<file path="config.mk">
export PLATFORM = sky130hd
export DESIGN_NAME = demo_sequencer
export DESIGN_NICKNAME = d
export VERILOG_FILES = /design/src/rtl/demo_sequencer.sv
export SDC_FILE = /design/constraint.sdc
export NUM_CORES = 1
export LEC_CHECK = 0
export BUFFER_PORTS_ARGS = -buffer_cell sky130_fd_sc_hd__buf_2
export CORE_AREA = 2 2 109 111
export DETAILED_ROUTE_END_ITERATION = 10
export DIE_AREA = 0 0 111 113
export SYNTH_ARGS = -nofsm -noshare
export SYNTH_HDL_FRONTEND = slang
export SYNTH_SLANG_ARGS = --single-unit
</file>
<file path="constraint.sdc">
create_clock -name i_clk -period 2.4 [get_ports i_clk]
set_input_delay 0.48 -clock i_clk [delete_from_list [all_inputs] [get_ports i_clk]]
set_output_delay 0.48 -clock i_clk [all_outputs]
set_load 0.01 [all_outputs]
</file>
<file path="src/rtl/demo_sequencer.sv">
// One-hot demo selector: debounced next/prev buttons, switches applied only at frame start.
// Optional auto-advance timer is built only when DEMO_SEQ_AUTO_EN is defined.
module demo_sequencer #(
    parameter int unsigned P_STATES          = 4,
    parameter int unsigned P_DEBOUNCE_CYCLES = 250000,
    parameter int unsigned P_SETTLE_FRAMES   = 2,
    parameter int unsigned P_AUTO_CYCLES     = 250000000
) (
    input  logic                i_clk,
    input  logic                i_rst,
    input  logic                i_btn_next,
    input  logic                i_btn_prev,
    input  logic                i_frame_start,
    output logic [P_STATES-1:0] o_state,
    output logic                o_switch,
    output logic                o_busy
);

    localparam int unsigned DB_W     = $clog2(P_DEBOUNCE_CYCLES + 1);
    localparam int unsigned SETTLE_W = (P_SETTLE_FRAMES > 0) ? $clog2(P_SETTLE_FRAMES + 1) : 1;

    if (P_STATES < 2) begin : g_states_check
        $error("demo_sequencer: P_STATES must be >= 2");
    end
    if (P_DEBOUNCE_CYCLES < 1 || P_AUTO_CYCLES < 1) begin : g_cycles_check
        $error("demo_sequencer: P_DEBOUNCE_CYCLES and P_AUTO_CYCLES must be >= 1");
    end

    typedef enum logic [1:0] {
        IDLE    = 2'd0,
        PENDING = 2'd1,
        SETTLE  = 2'd2
    } fsm_t;

    // Button conditioning; index 0 = next, index 1 = prev
    logic [1:0]      btn_raw;
    logic [1:0]      sync1;
    logic [1:0]      sync2;
    logic [1:0]      db_lvl;
    logic [1:0]      db_lvl_d;
    logic [DB_W-1:0] db_cnt [2];
    logic [1:0]      btn_req_c;

    assign btn_raw   = {i_btn_prev, i_btn_next};
    assign btn_req_c = db_lvl & ~db_lvl_d;

    always_ff @(posedge i_clk) begin
        if (i_rst) begin
            sync1    <= '0;
            sync2    <= '0;
            db_lvl   <= '0;
            db_lvl_d <= '0;
            for (int i = 0; i < 2; i++) begin
                db_cnt[i] <= '0;
            end
        end else begin
            sync1    <= btn_raw;
            sync2    <= sync1;
            db_lvl_d <= db_lvl;
            for (int i = 0; i < 2; i++) begin
                if (sync2[i] == db_lvl[i]) begin
                    db_cnt[i] <= '0;
                end else if (db_cnt[i] == DB_W'(P_DEBOUNCE_CYCLES - 1)) begin
                    db_lvl[i] <= sync2[i];
                    db_cnt[i] <= '0;
                end else begin
                    db_cnt[i] <= db_cnt[i] + DB_W'(1);
                end
            end
        end
    end

    // Coincident next/prev requests cancel each other
    logic req_next_c;
    logic req_prev_c;
    fsm_t fsm_q;
    fsm_t fsm_d;

`ifdef DEMO_SEQ_AUTO_EN
    localparam int unsigned AUTO_W = $clog2(P_AUTO_CYCLES + 1);

    logic [AUTO_W-1:0] auto_cnt;
    logic              auto_fire_c;

    // A button request in the same cycle takes priority over the timer
    assign auto_fire_c = (fsm_q == IDLE) && (btn_req_c == 2'b00) &&
                         (auto_cnt == AUTO_W'(P_AUTO_CYCLES - 1));

    always_ff @(posedge i_clk) begin
        if (i_rst) begin
            auto_cnt <= '0;
        end else if ((fsm_q != IDLE) || (btn_req_c != 2'b00) || auto_fire_c) begin
            auto_cnt <= '0;
        end else begin
            auto_cnt <= auto_cnt + AUTO_W'(1);
        end
    end

    assign req_next_c = (btn_req_c[0] & ~btn_req_c[1]) | auto_fire_c;
`else
    assign req_next_c = btn_req_c[0] & ~btn_req_c[1];
`endif
    assign req_prev_c = btn_req_c[1] & ~btn_req_c[0];

    logic                dir_q;
    logic                dir_d;
    logic [SETTLE_W-1:0] settle_q;
    logic [SETTLE_W-1:0] settle_d;
    logic [P_STATES-1:0] state_d;
    logic                switch_d;
    logic                busy_d;

    // State register, including the registered outputs
    always_ff @(posedge i_clk) begin
        if (i_rst) begin
            fsm_q    <= IDLE;
            dir_q    <= 1'b0;
            settle_q <= '0;
            o_state  <= P_STATES'(1);
            o_switch <= 1'b0;
            o_busy   <= 1'b0;
        end else begin
            fsm_q    <= fsm_d;
            dir_q    <= dir_d;
            settle_q <= settle_d;
            o_state  <= state_d;
            o_switch <= switch_d;
            o_busy   <= busy_d;
        end
    end

    // Next-state logic; dir 0 = next, 1 = prev
    always_comb begin
        fsm_d    = fsm_q;
        dir_d    = dir_q;
        settle_d = settle_q;
        case (fsm_q)
            IDLE: begin
                if (req_next_c || req_prev_c) begin
                    fsm_d = PENDING;
                    dir_d = req_prev_c;
                end
            end
            PENDING: begin
                if (i_frame_start) begin
                    if (P_SETTLE_FRAMES == 0) begin
                        fsm_d = IDLE;
                    end else begin
                        fsm_d    = SETTLE;
                        settle_d = SETTLE_W'(P_SETTLE_FRAMES);
                    end
                end
            end
            SETTLE: begin
                if (i_frame_start) begin
                    settle_d = settle_q - SETTLE_W'(1);
                    if (settle_q <= SETTLE_W'(1)) begin
                        fsm_d = IDLE;
                    end
                end
            end
            default: begin
                fsm_d = IDLE;
            end
        endcase
    end

    // Output next values; rotation happens on the frame-start edge in PENDING
    always_comb begin
        state_d  = o_state;
        switch_d = 1'b0;
        busy_d   = (fsm_d != IDLE);
        if ((fsm_q == PENDING) && i_frame_start) begin
            switch_d = 1'b1;
            if (dir_q) begin
                state_d = {o_state[0], o_state[P_STATES-1:1]};
            end else begin
                state_d = {o_state[P_STATES-2:0], o_state[P_STATES-1]};
            end
        end
    end

endmodule

</file>
==> results of run 1 <==
registers in the layout (all words and copies together) (netlist names), 2 cells and up:
register  cells
db_cnt       36
db_lvl        2
db_lvl_d      2
fsm_q         2
o_state       4
settle_q      2
sync1         2
sync2         2
routing by layer:
layer,vias up,part of all wire [%],track usage [%]
met4,0,1.8,3.42
met1,907,49,10.1
met5,-,0,0
met3,6,2.4,2.20
li1,1020,-,-
met2,18,47,13.5
critical path: cells and delay by family (launching register included):
| family | cells | cell delay [ns] |
|---|---|---|
| buf+inv | 1 | 0.16 |
| compound gates | 2 | 0.23 |
| flops | 1 | 0.44 |
| simple gates | 2 | 1.07 |
power by group through the flow:
stage	sequential [mW]	clock, mW	combinational [mW]
after floorplan	1.08	0	0.0591
after global placement	1.09	0	0.0764
after detailed placement	1.09	0	0.0768
after CTS	1.07	0.735	0.0773
after global routing	1.07	0.765	0.0917
final	1.07	0.714	0.0784
cell usage in the layout (no fill, tap or decap), types with 8 or more instances in the layout:
cell | synthesis | layout
nor2b_1 | 8 | 8
nor4_1 | 8 | 8
nand4_1 | 9 | 9
inv_1 | 9 | 9
nand3_1 | 15 | 15
nor2_1 | 48 | 48
nand2_1 | 10 | 10
conb_1 | 1 | 36
xnor2_1 | 21 | 21
buf_2 | 1 | 10
dfxtp_1 | 19 | 19
xor2_1 | 8 | 8
edfxtp_1 | 36 | 36
worst paths after layout:
kind	depth (start not counted)	end	slack [ns]	start
setup / recovery	5	db_cnt[0][17]	0.24	db_cnt[0][11]
hold / removal	2	sync1[0]	0.40	i_btn_next
setup reg to reg	5	db_cnt[0][17]	0.24	db_cnt[0][11]
hold reg to reg	1	sync2[0]	0.45	sync1[0]
layout make-up:
class | count | share of cell area, %
multi-input combinational | 229 | 41.5
timing repair buffer | 14 | 2.84
tap | 143 | 5.48
inverter | 9 | 1.04
sequential | 55 | 44.8
clock inverter | 3 | 0.537
clock buffer | 5 | 3.83
metrics by stage:
stage	hold WS (ns)	cells	util, %	cell area, um2
floorplan	0.414	301	-	2890
global placement	0.441	450	27.7	3120
detailed placement	0.437	450	27.7	3120
CTS	0.392	458	28.9	3260
global route	0.396	458	28.9	3260
finish	0.400	458	28.9	3260
cells by family (layout without fill, tap and decap cells):
group / after synthesis / after routing / synth area share (%)
other cells: 1 / 36 / 0.136
fa+ha+maj: 4 / 4 / 1.82
compound gates: 24 / 24 / 6.08
mux: 8 / 8 / 2.95
simple gates: 128 / 128 / 24.1
flops: 55 / 55 / 53.0
xor+xnor: 29 / 29 / 9.21
buf+inv: 17 / 31 / 2.63
==> metrics, run 1 <==
via count 1951; Syn Area/Cell 10.4 um2; worst slack at placement 0.241 ns; Port Buffer Count 10; Post-Syn Area 2760 um2; TritonCTS Buffers 5; initial antenna violation count 0; period utilization 90.0%; Power Density 569 nW/um2; Worst EP required 2.44 ns; Worst VDD drop 0.000280 V; GR Overflow Total 0; CP endpoint kind flop; Worst Path Arrival 2.20 ns; Sw Ratio 21.7%; # DRC 0; CP cell instances or4_1 > or4_4 > o21ai_4 > buf_12 > a21oi_1; Via-to-Cell Ratio 4.26; Logic pwr share 4.2%; die height 113 um; Seq pwr share 57.4%; Cell variety after synth 47; RSZ-0062 raised after global routing false; cts hold-fix bufs 0; TritonCTS clock tree done; storage element area 1460 um2; CTS Sinks 55; PnR Total Power 1.86 mW; final worst slack 0.241 ns; HP Class input pin to flop; P_leak 1.10 nW; Post CTS Setup Buffer Count 0; YS warnings 0; Max Clk Rate 463 MHz; vias in the first global route 1867; Syn Inst Count 266; slowest cell on the critical path or4_4; Worst-path clk slew 0.07 ns; CTS H-Tree Depth 2; Root Buffer clkbuf_16; footprint of the multi-input gates 1350 um2; Relative slew margins 64.4%; Sum Neg Setup Slack 0 ns; Clock Tree Buf Depth 2; post-synthesis sequential area ratio 53.0%; initial DRC count 77; FILL cells 1173; Routed Antenna Nets 0; core box area 11300 um2; n_diodes 0; Die W 111 um; post-layout net count 323; fin crit period 2.16 ns; synth top area cells edfxtp_1 39%, dfxtp_1 14%, xnor2_1 6.7%, nor2_1 6.5%, nand3_1 2.7%; Switch Pwr 402 uW; Routed WL 4.68 mm; CP startpoint kind flop; first-pass GRT wire length 8.42 mm; DR pass1 iterations 4; post-CTS sizing 0; die area 12500 um2; leading area contributor after synthesis edfxtp_1; final setup violation count 0; largest stage delay on the critical path 0.55 ns; max-slew violations 0; final hold vios 0; # rows 39; io pins 11; DP Wirelength 3.44 mm; ratio of cells with drive above 1 in the final layout 9.52%; Starting Density 24.5%; ys flop type edfxtp_1; design internal power 1.46 mW; Max FO, Critical Path 15; Final GP Congestion 0.756; worst slew pin tran 0.529 ns; clock skew 0.00386 ns; share of the synthesized area in the top cell type 39.2%; Syn-to-layout area delta 18.4%; most frequent cell after synthesis nor2_1; drt wl/cell 10.2 um; Global Route Usage Sum 8.16%; pin count of the biggest net entering global routing 24; Synth top cells by count 48 x nor2_1, 36 x edfxtp_1, 21 x xnor2_1, 19 x dfxtp_1, 15 x nand3_1; max cap viols 0; Seq cells post-synth 55; worst skew pair latency 0.29 ns; Setup CP Type flop to flop; Post-synth EDFFs 36; outcome finished clean; Post-synth ARST share 0%; clock power share 38.4%
(Power assumes the default switching activity.)
==> inputs of run 2 (changes only) <==
--- a/config.mk
+++ b/config.mk
@@ -9,6 +9,7 @@
 export CORE_AREA = 2 2 109 111
 export DETAILED_ROUTE_END_ITERATION = 10
 export DIE_AREA = 0 0 111 113
+export PLACE_DENSITY_LB_ADDON = 0.2
 export SYNTH_ARGS = -nofsm -noshare
 export SYNTH_HDL_FRONTEND = slang
 export SYNTH_SLANG_ARGS = --single-unit
==> run 2 against run 1 <==
Compared with the run above: highest routed layer unchanged; final cell count up 0.66%; clock power up 3.9%; maximum frequency down 0.17%; wire length up 8.3%; utilization up 0.11 points; flip-flop and latch count unchanged; global-route usage up 0.52 points.
==> metrics, run 2 (synthesis results as in run 1) <==
final hold vios 0; Top Family by Delay on Critical Path simple AND/OR/NAND/NOR gates; Global Route Usage Sum 8.68%; final instance area 3280 um2; Via-to-Cell Ratio 4.30; Final GP Congestion 0.725; n_diodes 0; TritonCTS Buffers 5; via count 1980; met2 Track Usage GR 14.2%; Worst VDD drop 0.000293 V; TritonCTS clock tree done; Routed WL 5.07 mm; die area 12500 um2; final worst slack 0.237 ns; RSZ-0062 raised after global routing false; Die W 111 um; met1 usage 11.1%; Post-Layout Cell Count 461; final setup violation count 0; placed instance area 3130 um2; CP bufs+invs 1; Worst Path Arrival 2.22 ns; Max Clk Rate 462 MHz; GR Overflow Total 0; CP cell instances or4_1 > or4_4 > o21ai_4 > buf_4 > nor2_1; max-slew violations 0; vias in the first global route 1927; largest stage delay on the critical path 0.55 ns; Max FO, Critical Path 11; Post-Place Cells 453; period utilization 90.1%; Clock Tree Buf Depth 2; busiest grt layer met2; cts hold-fix bufs 0; post-layout net count 326; first-pass GRT wire length 8.84 mm; Syn-to-layout area delta 18.8%; Power Density 576 nW/um2; # DRC 0; slowest cell on the critical path or4_4; clock skew 0.00525 ns; Relative slew margins 60.6%; initial antenna violation count 0; met3 Use GR 2.09%; Worst EP required 2.46 ns; most common cell after layout, fill and taps aside nor2_1; max cap viols 0; max FFs per register 36; initial DRC count 77; CP endpoint kind flop; Routed Antenna Nets 0; pin count of the biggest net entering global routing 18; drt wl/cell 11.0 um; PnR Total Power 1.89 mW; Root Buffer clkbuf_16; HP Class input pin to flop; core box area 11300 um2; Port Buffer Count 10; die height 113 um; DR pass1 iterations 4; Largest Register db_cnt; CTS Sinks 55; post-CTS sizing 0; Sum Neg Setup Slack 0 ns; largest registers db_cnt: 36 flops, o_state: 4 flops; CTS H-Tree Depth 2; Worst Reg-to-Reg Cells 5; Starting Density 24.5%; final hold slack 0.391 ns; commonest non-fill, non-tap cells in the layout 48 x nor2_1, 36 x edfxtp_1, 36 x conb_1; outcome finished clean; Post CTS Setup Buffer Count 0; Levels on crit path 5; Worst-path clk slew 0.08 ns; Setup CP Type flop to flop; P_leak 1.10 nW; Hold Path Depth 2; CP startpoint kind flop; ratio of cells with drive above 1 in the final layout 10.4%; # rows 39; worst skew pair latency 0.29 ns; worst slew pin tran 0.585 ns; fin crit period 2.16 ns; post-layout util 29.1%; io pins 11; DP Wirelength 3.74 mm; worst slack at placement 0.237 ns
==> run 2: final cells by class <==
| cell class | instances | area, um2 |
|---|---|---|
| Clock inverter | 2 | 15.0 |
| Timing Repair Buffer | 17 | 103 |
| Sequential cell | 55 | 1460 |
| Inverter | 9 | 33.8 |
| Multi-Input combinational cell | 229 | 1350 |
| Clock buffer | 6 | 130 |
| Tap cell | 143 | 179 |
| Fill cell | 1189 | 8000 |
==> run 2: worst register-to-register path: stages (launching register included) <==
cell and delay [ns]:
edfxtp_1 0.44, or4_1 0.52, or4_4 0.55, o21ai_4 0.15
buf_4 0.20, nor2_1 0.07
==> run 2: path summary, 6_finish.rpt <==
check / startpoint / endpoint / slack (ns)
setup / recovery: db_cnt[0][11] / db_cnt[0][12] / 0.24
hold / removal: i_btn_next / sync1[0] / 0.39
setup reg to reg: db_cnt[0][11] / db_cnt[0][12] / 0.24
hold reg to reg: sync1[0] / sync2[0] / 0.45
==> run 2: power by group <==
| group | switching, mW | internal (mW) |
|---|---|---|
| clock network | 0.345 | 0.397 |
| logic | 0.0457 | 0.0334 |
| registers | 0.0306 | 1.04 |
| total | 0.421 | 1.47 |
==> run 2: routing by layer <==
layer | part of all wire, % | wire length (um) | vias up
li1 | - | - | 1026
met1 | 50 | 2540 | 933
met2 | 46 | 2340 | 13
met3 | 2.1 | 105 | 8
met4 | 1.8 | 91 | 0
met5 | 0 | 0 | -
